===== config.mk =====
export PLATFORM = sky130hd
export DESIGN_NAME = texture_loader
export DESIGN_NICKNAME = d
export VERILOG_FILES = /design/src/rtl/texture_loader.sv
export SDC_FILE = /design/constraint.sdc
export NUM_CORES = 1
export LEC_CHECK = 0
export ABC_AREA = 1
export ABC_CLOCK_PERIOD_IN_PS = 2500
export CAP_MARGIN = 20
export CORE_ASPECT_RATIO = 0.75
export CORE_UTILIZATION = 30
export DETAILED_ROUTE_END_ITERATION = 10
export SKIP_LAST_GASP = 1
export SYNTH_ARGS = -nofsm -noshare
export SYNTH_HDL_FRONTEND = slang
export SYNTH_SLANG_ARGS = --single-unit
export TNS_END_PERCENT = 1

===== constraint.sdc =====
create_clock -name clk -period 2.5 [get_ports clk]
set_input_delay 0.5 -clock clk [delete_from_list [all_inputs] [get_ports clk]]
set_output_delay 0.5 -clock clk [all_outputs]
set_load 0.01 [all_outputs]

===== src/rtl/texture_loader.sv =====
// Writer side of the wall-texture memory: validates a one-byte header, then
// streams one texel per accepted byte into the texture RAM at {side,col,row}.
module texture_loader #(
  parameter int          CHANNEL_BITS = 2,
  parameter logic [7:0]  MAGIC        = 8'hA5
) (
  input  logic                      clk,
  input  logic                      reset_n,
  input  logic                      start,
  input  logic                      abort,
  input  logic [7:0]                in_data,
  input  logic                      in_valid,
  output logic                      in_ready,
  output logic                      wr_en,
  output logic [12:0]               wr_addr,
  output logic [CHANNEL_BITS*3-1:0] wr_data,
  output logic                      busy,
  output logic                      done,
  output logic                      error,
  output logic [1:0]                dbg_state
);

  localparam int TW = CHANNEL_BITS * 3;

  typedef enum logic [1:0] {
    IDLE = 2'd0,
    HDR  = 2'd1,
    LOAD = 2'd2,
    ERR  = 2'd3
  } state_t;

  state_t      state;
  logic [12:0] addr_ctr;
  logic        accept;

  // Stream handshake: a byte transfers on a rising clk edge exactly when
  // in_valid && in_ready; in_ready never depends on in_valid, and abort
  // withdraws readiness in the same cycle so the aborted byte is refused.
  assign in_ready  = ((state == HDR) || (state == LOAD)) && !abort;
  assign accept    = in_valid && in_ready;
  assign busy      = (state == HDR) || (state == LOAD);
  assign dbg_state = state;

  always_ff @(posedge clk or negedge reset_n) begin
    if (!reset_n) begin
      state    <= IDLE;
      addr_ctr <= 13'd0;
      wr_en    <= 1'b0;
      wr_addr  <= 13'd0;
      wr_data  <= '0;
      done     <= 1'b0;
      error    <= 1'b0;
    end else begin
      wr_en <= 1'b0;
      done  <= 1'b0;
      if (abort) begin
        state <= IDLE;
      end else begin
        case (state)
          IDLE, ERR: begin
            if (start) begin
              state    <= HDR;
              addr_ctr <= 13'd0;
              error    <= 1'b0;
            end
          end
          HDR: begin
            if (accept) begin
              if (in_data == MAGIC) begin
                state <= LOAD;
              end else begin
                state <= ERR;
                error <= 1'b1;
              end
            end
          end
          LOAD: begin
            if (accept) begin
              wr_en    <= 1'b1;
              wr_addr  <= addr_ctr;
              wr_data  <= in_data[TW-1:0];
              addr_ctr <= addr_ctr + 13'd1;
              // Final texel: the counter wraps to 0 only as the load ends.
              if (addr_ctr == 13'h1FFF) begin
                state <= IDLE;
                done  <= 1'b1;
              end
            end
          end
          default: state <= IDLE;
        endcase
      end
    end
  end

endmodule


==> results.tsv <==
metric	value	unit
rsz0062_at_grt	false	
wl	3.72	mm
io_buffers	38	
wire_per_inst	11.0	um
power.leakage	1.10	nW
ys_warn_count	0	
r2r_end	addr_ctr[6]	
drt_first_pass_iters	4	
h-tree-depth	2	
worstMarginPinSlew	0.845	ns
path_cells	inv_1, ha_1, nor2_4, clkdlybuf4s50_1	
drv_cap	0	
vias	1514	
cp.required	2.00	ns
synth_seq_cells	37	
syn_to_final_growth	31.4	%
cts_sinks	37	
post-synth-top-area-cell	dfrtp_1	
power_density	822	mW/mm^2
grtUsageTotal	14.0	%
status	completed	
cp_max_fo	4	
drc	0	
synth_top_area_share	52.9	%
avgSynthCellArea	8.04	um^2
drive_gt1_share	7.25	%
placementRows	23	
clkTransAtPathRegs	0.08	ns
r2r_cells	8	
cp_slowest_cell	clkdlybuf4s50_1	
yosysSeqAreaShare	52.9	%
ir_drop	0.451	mV
slowest_delay	0.56	ns
antenna_found_initial	0	
vias_per_cell	4.49	
place_hpwl	2.67	mm
gp_congestion	0.856	
setup_viol	0	
hold_viol	0	
diodes	0	
drtIter0Drc	75	
final.min_clock_period	2.35	ns
cts_tree	yes	
syn_inst	218	
clock_latency	0.29	ns
coreArea	0.00547	mm^2
relSlewSlack	43.7	%
postRouteAntennaNets	0	
critPathTopFamily	buffers and inverters	
worstReg2RegStart	dbg_state[0]	
clockBufferDepth	2	
rrSetupSlack	0.63	ns
crit_path_start_kind	register	
cts-buffers-inserted	5	
drv_slew	0	
cts.root.buffer_cell	clkbuf_8	
grt_pass1_wl	6.62	mm
final_nets	277	
ys_types	25	
post_cts_resized	0	
worst_setup_path_end_kind	output pin	
synthTopCellsByArea	dfrtp_1 53%, nand2_1 17%, inv_1 5.1%, o21ai_0 4.3%, nor2_1 3.6%	
grt_pass1_vias	1444	
ios	39	
fmaxAchievable	0.425	GHz
holdCritPathClass	in -> async	
finalSetupTns	0	ns
grt_max_degree	38	
die-area	0.00615	mm^2
initial_core_util	32.0	%
cp_num_buf_inv	2	
cp.arrival	1.85	ns
grt.overflow.total	0	
synthesis.area	0.00175	mm^2
dieHeight	68.2	um
chipWidth	90.2	um
syn-num-nets	234	
finish.utilization	42.1	%
cts_setup_buffers	0	
path_class	reg -> out	
period_share	94.1	%
clock-skew-final	0.00600	ns
cts.hold.buffers_added	0	
synth_stat cells:
cell type	number
a21oi_1	9
a31oi_1	1
and3_1	1
buf_1	1
buf_2	1
buf_4	2
clkbuf_1	1
dfrtp_1	37
ha_1	3
inv_1	24
inv_2	1
nand2_1	78
nand2_2	1
nand2_4	1
nand3_1	11
nand3_4	1
nand4_1	2
nand4_2	1
nor2_1	17
nor2_2	1
nor2_4	1
nor3_1	4
o21ai_0	15
o21ai_1	2
o31ai_1	2
cell type report:
cell class	count	area (um^2)
clock buffer	5	68.8
clock inverter	3	17.5
fill	585	3170
inverter	25	93.8
multi-input combinational	151	704
sequential	37	926
tap	75	93.8
timing repair buffer	41	398
placed cells by master, fill, tap and decap left out, drive strengths merged, types with 2 or more instances in the layout:
master,Yosys,final
nand2,80,80
dfrtp,37,37
clkdlybuf4s50,0,37
inv,25,25
nor2,19,19
o21ai,17,17
nand3,12,12
a21oi,9,9
clkbuf,1,5
nor3,4,4
buf,4,4
ha,3,3
nand4,3,3
o31ai,2,2
clkinv,0,2
cell families (layout without fill, tap and decap cells):
kind of cell	Yosys count	in the layout	share of synthesized area, %
flops	37	37	52.9
fa+ha+maj	3	3	2.14
simple gates	119	119	29.4
compound gates	29	29	8.64
buf+inv	30	74	6.93
registers in the layout, indices dropped and copies added (netlist names):
name and count:
wr_addr 13, addr_ctr 13, wr_data 6, error 1
done 1, wr_en 1, dbg_state 2
report_power, final:
group          internal (mW)  leakage, nW  total (mW)  switching (mW)
sequential             0.719        0.506       0.794          0.0751
clock                  0.192       0.0439       0.415           0.223
combinational          0.350        0.553       0.683           0.333
through the flow:
step	area, um^2	power [mW]	hold WS (ns)	setup WS (ns)	std cells
after floorplan	1750	1.14	0.204	0.865	218
after detailed placement	2220	1.49	0.469	0.248	329
final	2300	1.89	0.310	0.147	337
after global routing	2300	2.02	0.383	0.0601	337
after global placement	2220	1.49	0.464	0.244	329
after CTS	2300	1.92	0.333	0.120	337
worst max-delay path by stage:
stage                 startpoint  depth (start not counted)  slack, ns           to
floorplan           dbg_state[0]                          8       0.86  addr_ctr[6]
global placement           abort                          3       0.24     in_ready
detailed placement         abort                          3       0.25     in_ready
CTS                 dbg_state[0]                          4       0.12     in_ready
global route        dbg_state[0]                          4       0.06     in_ready
finish              dbg_state[0]                          4       0.15     in_ready
routing by layer:
metal	track usage [%]	up-vias	part of all wire, %
met4	6.65	0	1.9
met2	19.7	45	39
met3	4.11	8	5.8
met1	19.6	684	54
li1	-	777	-
met5	0	-	0
Power figures use the tool's default switching activity.
